**src/rtl/ascon_perm_iter_if.sv**
```systemverilog
// ascon_perm_iter_if: start/done job interface between the mode FSM and the ASCON permutation core.
// ASCON_XOR_IN_EN adds the input/output XOR injection signals.
interface ascon_perm_iter_if;
    logic         start_i;
    logic         mode_i;
    logic [319:0] state_i;
    logic         ready_o;
    logic         valid_o;
    logic [319:0] state_o;
`ifdef ASCON_XOR_IN_EN
    logic [319:0] xor_begin_i;
    logic [319:0] xor_end_i;
    modport master (output start_i, mode_i, state_i, xor_begin_i, xor_end_i, input ready_o, valid_o, state_o);
    modport slave (input start_i, mode_i, state_i, xor_begin_i, xor_end_i, output ready_o, valid_o, state_o);
`else
    modport master (output start_i, mode_i, state_i, input ready_o, valid_o, state_o);
    modport slave (input start_i, mode_i, state_i, output ready_o, valid_o, state_o);
`endif
endinterface

```
**src/rtl/ascon_perm_iter.sv**
```systemverilog
// ascon_perm_iter: iterative ASCON p12/p6 permutation, UNROLL rounds per clock.
// ASCON_XOR_IN_EN: XOR xor_begin_i into the loaded state and xor_end_i into the result.
module ascon_perm_iter #(
    parameter int UNROLL = 1,
    parameter int CNT_W  = 4
) (
    input logic clock_i,
    input logic reset_i,
    ascon_perm_iter_if.slave bus
);
    typedef enum logic [1:0] {IDLE, RUN, DONE} fsm_t;

    localparam logic [7:0] RC [12] = '{8'hf0, 8'he1, 8'hd2, 8'hc3, 8'hb4, 8'ha5,
                                       8'h96, 8'h87, 8'h78, 8'h69, 8'h5a, 8'h4b};
    localparam logic [4:0] SBOX_C [32] = '{
        5'h04, 5'h0b, 5'h1f, 5'h14, 5'h1a, 5'h15, 5'h09, 5'h02,
        5'h1b, 5'h05, 5'h08, 5'h12, 5'h1d, 5'h03, 5'h06, 5'h1c,
        5'h1e, 5'h13, 5'h07, 5'h0e, 5'h00, 5'h0d, 5'h11, 5'h18,
        5'h10, 5'h0c, 5'h01, 5'h19, 5'h16, 5'h0a, 5'h0f, 5'h17};

    if (!(UNROLL == 1 || UNROLL == 2 || UNROLL == 3 || UNROLL == 6)) begin : g_bad_unroll
        $error("ascon_perm_iter: UNROLL must be 1, 2, 3 or 6");
    end
    if (CNT_W < 4) begin : g_bad_cnt
        $error("ascon_perm_iter: CNT_W must hold 0..12");
    end

    function automatic logic [63:0] ror(input logic [63:0] x, input int n);
        return (x >> n) | (x << (64 - n));
    endfunction

    function automatic logic [7:0] rc_at(input logic [CNT_W-1:0] i);
        return (i < CNT_W'(12)) ? RC[i[3:0]] : 8'h00;
    endfunction

    function automatic logic [319:0] ascon_round(input logic [319:0] s, input logic [7:0] rc);
        logic [63:0] x [5];
        logic [4:0]  col;
        for (int i = 0; i < 5; i++) x[i] = s[319 - 64*i -: 64];
        x[2] = x[2] ^ {56'h0, rc};
        for (int j = 0; j < 64; j++) begin
            col = SBOX_C[{x[0][j], x[1][j], x[2][j], x[3][j], x[4][j]}];
            for (int i = 0; i < 5; i++) x[i][j] = col[4 - i];
        end
        x[0] = x[0] ^ ror(x[0], 19) ^ ror(x[0], 28);
        x[1] = x[1] ^ ror(x[1], 61) ^ ror(x[1], 39);
        x[2] = x[2] ^ ror(x[2], 1) ^ ror(x[2], 6);
        x[3] = x[3] ^ ror(x[3], 10) ^ ror(x[3], 17);
        x[4] = x[4] ^ ror(x[4], 7) ^ ror(x[4], 41);
        return {x[0], x[1], x[2], x[3], x[4]};
    endfunction

    fsm_t             fsm, fsm_n;
    logic [CNT_W-1:0] r, r_n;
    logic [319:0]     st, st_n, res, res_n, nxt, xb, xe;
    logic             last;

`ifdef ASCON_XOR_IN_EN
    assign xb = bus.xor_begin_i;
    assign xe = bus.xor_end_i;
`else
    assign xb = '0;
    assign xe = '0;
`endif

    always_comb begin
        nxt = st;
        for (int k = 0; k < UNROLL; k++) nxt = ascon_round(nxt, rc_at(r + CNT_W'(k)));
    end

    assign last = (r + CNT_W'(UNROLL)) == CNT_W'(12);

    always_comb begin
        fsm_n = fsm;
        st_n  = st;
        r_n   = r;
        res_n = res;
        if (fsm == RUN) begin
            st_n = nxt;
            r_n  = r + CNT_W'(UNROLL);
            if (last) begin
                fsm_n = DONE;
                res_n = nxt ^ xe;
            end
        end else if (bus.start_i) begin
            st_n  = bus.state_i ^ xb;
            r_n   = bus.mode_i ? CNT_W'(6) : '0;
            fsm_n = RUN;
        end else if (fsm == DONE) begin
            fsm_n = IDLE;
        end
    end

    always_ff @(posedge clock_i) begin
        if (reset_i) begin
            fsm <= IDLE;
            st  <= '0;
            r   <= '0;
            res <= '0;
        end else begin
            fsm <= fsm_n;
            st  <= st_n;
            r   <= r_n;
            res <= res_n;
        end
    end

    assign bus.ready_o = fsm != RUN;
    assign bus.valid_o = fsm == DONE;
    assign bus.state_o = res;
endmodule

```
**src/flat_wrapper.sv**
```systemverilog
// flat-port wrapper written by rule: the top's interface ports become plain ports
module ascon_perm_iter_flat 
#(
    parameter int UNROLL = 1,
    parameter int CNT_W  = 4
)
  (clock_i, reset_i, bus_start_i, bus_mode_i, bus_state_i, bus_ready_o, bus_valid_o, bus_state_o);
  ascon_perm_iter_if bus_i ();
  input logic clock_i;
  input logic reset_i;
  input wire logic [$bits(bus_i.start_i)-1:0] bus_start_i;
  input wire logic [$bits(bus_i.mode_i)-1:0] bus_mode_i;
  input wire logic [$bits(bus_i.state_i)-1:0] bus_state_i;
  output wire logic [$bits(bus_i.ready_o)-1:0] bus_ready_o;
  output wire logic [$bits(bus_i.valid_o)-1:0] bus_valid_o;
  output wire logic [$bits(bus_i.state_o)-1:0] bus_state_o;
  assign bus_i.start_i = bus_start_i;
  assign bus_i.mode_i = bus_mode_i;
  assign bus_i.state_i = bus_state_i;
  assign bus_ready_o = bus_i.ready_o;
  assign bus_valid_o = bus_i.valid_o;
  assign bus_state_o = bus_i.state_o;
  ascon_perm_iter #(.UNROLL(UNROLL), .CNT_W(CNT_W)) u_core (.clock_i(clock_i), .reset_i(reset_i), .bus(bus_i));
endmodule
```
**config.mk**
```make
export PLATFORM = sky130hd
export DESIGN_NAME = ascon_perm_iter_flat
export DESIGN_NICKNAME = d
export VERILOG_FILES = /design/src/rtl/ascon_perm_iter_if.sv /design/src/rtl/ascon_perm_iter.sv /design/src/flat_wrapper.sv
export SDC_FILE = /design/constraint.sdc
export NUM_CORES = 2
export LEC_CHECK = 0
export ABC_AREA = 1
export CORE_AREA = 2 2 317 319
export DETAILED_ROUTE_END_ITERATION = 10
export DIE_AREA = 0 0 319 321
export HOLD_SLACK_MARGIN = 0.08
export PLACE_DENSITY = 0.73
export SKIP_CTS_REPAIR_TIMING = 1
export SYNTH_ARGS = -nofsm -noshare
export SYNTH_HDL_FRONTEND = slang
export SYNTH_SLANG_ARGS = --single-unit
```
**constraint.sdc**
```tcl
create_clock -name clock_i -period 2.06 [get_ports clock_i]
set_input_delay 0.412 -clock clock_i [delete_from_list [all_inputs] [get_ports clock_i]]
set_output_delay 0.412 -clock clock_i [all_outputs]
set_load 0.05 [all_outputs]
```
* Yosys cells after proc, flatten, opt, wreduce, memory -nomap -nowiden *
Memory sizes are Yosys's and may differ from the RTL's.
Index checks and enable logic that the tools add are counted.

operators by class
  add/subtract/negate cells = 1
  multipliers = 0
  div/mod/pow operators = 0
  order comparisons = 66
  equal/unequal tests = 5
  shift operators = 0
  mux-type cells = 140
  bitwise gates (word level) = 86
  reduce and logical (&&, ||, !) cells = 4

operator list
  cell                   number
  $mux W320              2
  $mux W5                128
  $xor A64 B64 Y64       10
  $ge A6 B6 Y1 const B   64
  $not A5 Y6             64
  $or A23 B64 Y64        1
  $or A25 B64 Y64        1
  $or A3 B64 Y64         1
  $or A36 B64 Y64        1
  $or A45 B64 Y64        1
  $or A47 B64 Y64        1
  $or A54 B64 Y64        1
  $or A57 B64 Y64        1
  $or A58 B64 Y64        1
  $or A63 B64 Y64        1
  $xor A64 B8 Y64        1
  $mux W8                3
  $mux W2                4
  $mux W4                2
  $ge A5 B5 Y1 const B   1
  $not A4 Y5             1
  $add A4 B1 Y4 const B  1
  $eq A4 B4 Y1 const B   1
  $lt A4 B4 Y1 const B   1
  7 further kinds        9

word-level totals
  bits in registers = 646
  latch bits = 0
  memory bits (writable) = 0
  memory bits (read-only) = 10368
  output and inout bits = 322
  logic and storage cells = 371
  memories kept = 65

memory list
  memory            words  bits a word  rd ports  clocked after memory_dff  wr ports  RTL line               text
  (name not given)  32     5            1         0                         0         ascon_perm_iter.sv:42  col = SBOX_C[{x[0][j], x[1][j], x[2][j], x[3][j], x[4][j]}];
  (name not given)  32     5            1         0                         0         ascon_perm_iter.sv:42
  (name not given)  32     5            1         0                         0         ascon_perm_iter.sv:42
  (name not given)  32     5            1         0                         0         ascon_perm_iter.sv:42
  (name not given)  32     5            1         0                         0         ascon_perm_iter.sv:42
  (name not given)  32     5            1         0                         0         ascon_perm_iter.sv:42
  +59 memories      -      -            -         -                         -         -

* Longest topological paths before layout *
  depth in word-level cells = 14
  gate-level depth with buffers = 16

* Worst setup path after synthesis *
OpenSTA, ideal clock, no wires.

  kind = flip-flop to output port
  start = register u_core.fsm[0]
  end = output port bus_ready_o
  arrival = 1.479 ns
  setup slack = 0.169 ns
  stages on the path, launching flop included = 6
  buffers on the path = 2
  cells stage by stage = dfxtp_1 > inv_1 > nor2_4 > inv_2 > clkbuf_1 > clkbuf_1

between the ends
  cells in the longest elaborated chain, start to end = 1

ends and longest elaborated chain
  item                    RTL line                text
  start, declared         ascon_perm_iter.sv:53   fsm_t fsm, fsm_n;
  start signal, assigned  ascon_perm_iter.sv:101  fsm <= fsm_n;
  $ne A2 B1 Y1            ascon_perm_iter.sv:108  assign bus.ready_o = fsm != RUN;
  end, declared           flat_wrapper.sv:14      output wire logic [$bits(bus_i.ready_o)-1:0] bus_ready_o;

Every way passes these cells.

* Final worst setup path *
  start = register u_core.st[121]
  end = register u_core.st[16]

between the ends
  cells in the longest elaborated chain, start to end = 7

ends and longest elaborated chain
  item                                         RTL line                text
  start, declared                              ascon_perm_iter.sv:55   logic [319:0] st, st_n, res, res_n, nxt, xb, xe;
  start signal, assigned                       ascon_perm_iter.sv:102  st <= st_n;
  $not A5 Y6 (implied by the code)             ascon_perm_iter.sv:42
  $mem_v2 Z32 W5                               -
  $mux W5 (implied by the code) (2 in series)  ascon_perm_iter.sv:42
  $or A23 B64 Y64                              ascon_perm_iter.sv:29   return (x >> n) | (x << (64 - n));
  $xor A64 B64 Y64                             ascon_perm_iter.sv:49   x[4] = x[4] ^ ror(x[4], 7) ^ ror(x[4], 41);
  $mux W320                                    ascon_perm_iter.sv:78   if (fsm == RUN) begin

Every way passes these cells. The select of a mux whose other input is x is not followed.
A chain may end at the register's enable or synchronous reset.

==> summary.txt <==
CRITICAL PATH
----------------------------------------------------------------------------------------------------
Capturing element type of the critical path                                                 register
Stages on worst setup path                                                                        12
Startpoint kind of the worst setup timing path                                              register
Crit Path Category                                                                      register to register
Most prevalent standard cell on the critical path                                       sky130_fd_sc_hd__buf_6
Critical path required time                                                                  2.65 ns
Critical Path Max Stage Delay                                                                0.34 ns
Slowest-stage cell, CP                                                                  sky130_fd_sc_hd__dfxtp_2
Depth of the worst register-to-register path                                                      12
Worst reg2reg path endpoint                                                             u_core.st[16]$_SDFFE_PP0N_
Capturing element of the worst setup path                                               u_core.st[16]$_SDFFE_PP0N_
Crit-path max FO                                                                                   5
Critical path, cell by cell                                                             inv_2 -> buf_6 -> ha_4 -> nor2_1 -> nand2_1 -> a21boi_2 -> buf_4 -> buf_6 -> buf_12 -> xor2_1 -> nand2_2 -> a21oi_1
Largest delay contributor family on the critical path                                   buffers and inverters
FF-to-FF setup slack                                                                        -0.15 ns
Buffering stage count on the worst path with inverters included                                    5
Launching element of the worst setup path                                               u_core.st[121]$_SDFFE_PP0N_
Endpoint arrival time on the critical path                                                   2.80 ns
Origin of the critical flop-to-flop path                                                u_core.st[121]$_SDFFE_PP0N_

LOGIC SYNTHESIS
----------------------------------------------------------------------------------------------------
Portion of the post-synthesis area used by sequential elements                                 0.293
Share of flip-flops with an asynchronous set or reset after synthesis                              0
Most frequently used cell type in the post-synthesis netlist                            sky130_fd_sc_hd__nand2_1
Cell type contributing the most total cell area after synthesis                         sky130_fd_sc_hd__dfxtp_1
Cell area after synthesis                                                                 0.0441 mm2
Count of different cell masters after synthesis                                                   46
Number of warnings issued by yosys                                                                 0
Syn avg cell area                                                                           6.85 um2
Dominant cells by area after synthesis                                                  sky130_fd_sc_hd__dfxtp_1 29%, sky130_fd_sc_hd__nand2_1 14%, sky130_fd_sc_hd__ha_1 9.7%
Synthesized flop and latch total                                                                 646
Primary flip-flop cell chosen by synthesis mapping                                      sky130_fd_sc_hd__dfxtp_1
Number of flops mapped to enable cells by yosys                                                    0
Number of nets in the synthesized netlist                                                      7,105
Leading cell types by count after synthesis                                             1,661 x sky130_fd_sc_hd__nand2_1, 681 x sky130_fd_sc_hd__inv_1, 646 x sky130_fd_sc_hd__dfxtp_1
Area share of the largest cell type after synthesis                                            0.293
Number of cells produced by synthesis                                                          6,438

DETAILED ROUTING
----------------------------------------------------------------------------------------------------
Count of routing violations after the opening detailed-route iteration                         6,370
Routed wire length                                                                        252,000 um
DRC violation count after routing                                                                  0
Number of iterations in the first detailed-routing pass                                            7
Antenna-violating nets left                                                                        0
Avg Vias per Cell                                                                               5.67
Wire length per cell                                                                         26.0 um
Via count                                                                                     54,894

CLOCK NETWORK
----------------------------------------------------------------------------------------------------
Num CTS Buffers                                                                                   76
Clock Sinks                                                                                      646
Largest buffer count on any clock path                                                             3
TritonCTS clock tree                                                                            done
H-tree level count                                                                                 3
Clock-pin slew reported for the worst setup and hold paths after clock tree synthesis        0.07 ns
Worst-Skew Late Latency                                                                      0.68 ns
Master cell of the clock root buffer                                                    sky130_fd_sc_hd__clkbuf_16

FLOORPLANNING
----------------------------------------------------------------------------------------------------
Floorplan Core Area                                                                       0.0993 mm2
Vertical die dimension                                                                        321 um
Die footprint                                                                              0.102 mm2
Std-Cell Rows                                                                                    116
DIE WIDTH                                                                                     319 um
Initial standard-cell utilization of the core                                                  0.444
Top-level I/O count                                                                              646

STA
----------------------------------------------------------------------------------------------------
Fmax                                                                                       0.452 GHz
Post-layout worst setup margin                                                             -0.154 ns
Number of pins with negative max-slew slack in the final report                                    0
Hold violation count in the final report                                                           0
Transition at the pin with the smallest max-transition slack                                0.939 ns
Clk_skew                                                                                   0.0279 ns
Worst slew margin relative to its limit                                                        0.374
Shortest clock period the worst path allows after layout                                     2.21 ns
Total negative slack                                                                        -6.04 ns
Fin crit share                                                                                  1.07
Final-report setup violation count                                                               160
Unrepaired setup endpoints after global routing                                                 true

GLOBAL ROUTING
----------------------------------------------------------------------------------------------------
Number of antenna violations at the first check in global routing                                  5
Remaining global-route overflow                                                                    0
Global-route total usage across every layer                                                    0.433
Maximum number of pins on one net before global-route repair                                     124
First-pass GRT wire length                                                                324,000 um
Via count of the first global-routing pass                                                    47,888

HOLD PATH
----------------------------------------------------------------------------------------------------
Hold/Removal Path Class                                                                 input port to register

RUN STATUS
----------------------------------------------------------------------------------------------------
Failing checks                                                                          setup timing
Run status                                                                              finished with violations

PLACED DESIGN
----------------------------------------------------------------------------------------------------
# port buffers                                                                                   645
HPWL after DPL                                                                            189,000 um
Routability cong.                                                                               1.12
Placed Area                                                                               0.0609 mm2
# placed instances                                                                             9,390

LAYOUT
----------------------------------------------------------------------------------------------------
Share of post-route cells with drive strength above 1                                          0.405
Layout overhead on the synthesized area                                                        67.4%
Cell Count, Final, Fillers Out                                                                 9,687
Final layout net count                                                                         8,995
Share of the core filled with cells in the final layout                                        0.743
Final Cell Area                                                                           0.0738 mm2

JOB
----------------------------------------------------------------------------------------------------
Max-cap violations                                                                                 0

-- registers in the layout (all words and copies together), names as in the netlist --
register            flops
u_core.bus.state_o    320
u_core.fsm              2
u_core.r                4
u_core.st             320
-- worst min-delay path by stage --
stage | startpoint | cells after the start | to | slack (ns)
after CTS | reset_i | 3 | u_core.fsm[0]$_SDFFE_PP0P_ | 0.09
after detailed placement | u_core.bus.state_o[36]$_SDFFE_PP0P_ | 2 | u_core.bus.state_o[36]$_SDFFE_PP0P_ | 0.45
after floorplan | u_core.st[133]$_SDFFE_PP0N_ | 2 | u_core.st[133]$_SDFFE_PP0N_ | 0.48
final | bus_start_i | 4 | u_core.fsm[1]$_SDFFE_PP0P_ | 0.20
after global routing | bus_start_i | 3 | u_core.fsm[0]$_SDFFE_PP0P_ | 0.21
after global placement | u_core.bus.state_o[194]$_SDFFE_PP0P_ | 2 | u_core.bus.state_o[194]$_SDFFE_PP0P_ | 0.44
-- cells in the final DEF, fill, tap and decap left out, types with 19 or more instances in the layout --
| cell | count |
|---|---|
| sky130_fd_sc_hd__xnor2_2 | 88 |
| sky130_fd_sc_hd__nand3_2 | 91 |
| sky130_fd_sc_hd__a21oi_2 | 83 |
| sky130_fd_sc_hd__nand2_4 | 106 |
| sky130_fd_sc_hd__ha_1 | 228 |
| sky130_fd_sc_hd__clkbuf_16 | 106 |
| sky130_fd_sc_hd__nor2_1 | 136 |
| sky130_fd_sc_hd__nand3_1 | 491 |
| sky130_fd_sc_hd__a21oi_1 | 252 |
| sky130_fd_sc_hd__clkdlybuf4s50_1 | 321 |
| sky130_fd_sc_hd__buf_6 | 207 |
| sky130_fd_sc_hd__a31oi_1 | 99 |
| sky130_fd_sc_hd__o21ai_1 | 375 |
| sky130_fd_sc_hd__xnor2_4 | 31 |
| sky130_fd_sc_hd__inv_2 | 163 |
| sky130_fd_sc_hd__nor2_2 | 39 |
| sky130_fd_sc_hd__dfxtp_2 | 120 |
| sky130_fd_sc_hd__o21ai_0 | 335 |
| sky130_fd_sc_hd__o211ai_1 | 27 |
| sky130_fd_sc_hd__inv_1 | 505 |
| sky130_fd_sc_hd__buf_12 | 101 |
| sky130_fd_sc_hd__nor3_2 | 19 |
| sky130_fd_sc_hd__ha_4 | 100 |
| sky130_fd_sc_hd__xor2_2 | 82 |
| sky130_fd_sc_hd__xnor2_1 | 179 |
| sky130_fd_sc_hd__inv_4 | 29 |
| sky130_fd_sc_hd__xor2_4 | 22 |
| sky130_fd_sc_hd__xor2_1 | 188 |
| sky130_fd_sc_hd__buf_4 | 1373 |
| sky130_fd_sc_hd__dfxtp_1 | 519 |
| sky130_fd_sc_hd__o21ai_2 | 124 |
| sky130_fd_sc_hd__nand2_1 | 1242 |
| sky130_fd_sc_hd__nand2_2 | 328 |
-- kinds of logic (layout without fill, tap and decap cells) --
group / after synthesis / after routing / synth area share
xor gates and xnor gates: 590 / 590 / 0.123
buffers and inverters: 967 / 2916 / 0.0854
AOI/OAI and AO/OA: 1363 / 1363 / 0.164
other: 0 / 2 / 0
and+or+nand+nor: 2529 / 2529 / 0.237
adders and majority gates: 343 / 343 / 0.0973
DFF: 646 / 646 / 0.293
-- worst register-to-register path, cell delays in order (launching register included) --
cell and delay [ns]:
sky130_fd_sc_hd__dfxtp_2 0.34, sky130_fd_sc_hd__inv_2 0.06, sky130_fd_sc_hd__buf_6 0.14, sky130_fd_sc_hd__ha_4 0.16
sky130_fd_sc_hd__nor2_1 0.11, sky130_fd_sc_hd__nand2_1 0.10, sky130_fd_sc_hd__a21boi_2 0.29, sky130_fd_sc_hd__buf_4 0.20
sky130_fd_sc_hd__buf_6 0.13, sky130_fd_sc_hd__buf_12 0.12, sky130_fd_sc_hd__xor2_1 0.17, sky130_fd_sc_hd__nand2_2 0.15
sky130_fd_sc_hd__a21oi_1 0.15
-- per-layer routing --
metal	GRT usage	wire (um)	up-vias
met3	0.0848	26300	811
met4	0.274	21700	4
met5	0	23	-
met1	0.564	96800	26145
met2	0.657	107000	3245
li1	-	-	24689
-- metrics by stage --
step           hold slack [ns]  setup slack [ns]
6_report                 0.205            -0.154
5_1_grt                  0.213            -0.284
4_1_cts                 0.0928            -0.565
3_5_place_dp             0.447            -0.488
3_3_place_gp             0.442            -0.507
2_1_floorplan            0.477             0.169
-- area by class of cell --
| cell class | instances | area, um2 |
|---|---|---|
| clock buffers | 101 | 2200 |
| flip-flops and latches | 646 | 13100 |
| repair buffers | 2071 | 19300 |
| clock inverters | 36 | 498 |
| multi-input cells | 4825 | 34300 |
| diodes | 2 | 5.00 |
| fillers | 7618 | 25500 |
| well taps | 1298 | 1620 |
| inverters | 708 | 2790 |
Power is left out: the tool's default activity adds up to more than one toggle a clock period on the data nets, which glitch-free logic cannot reach.
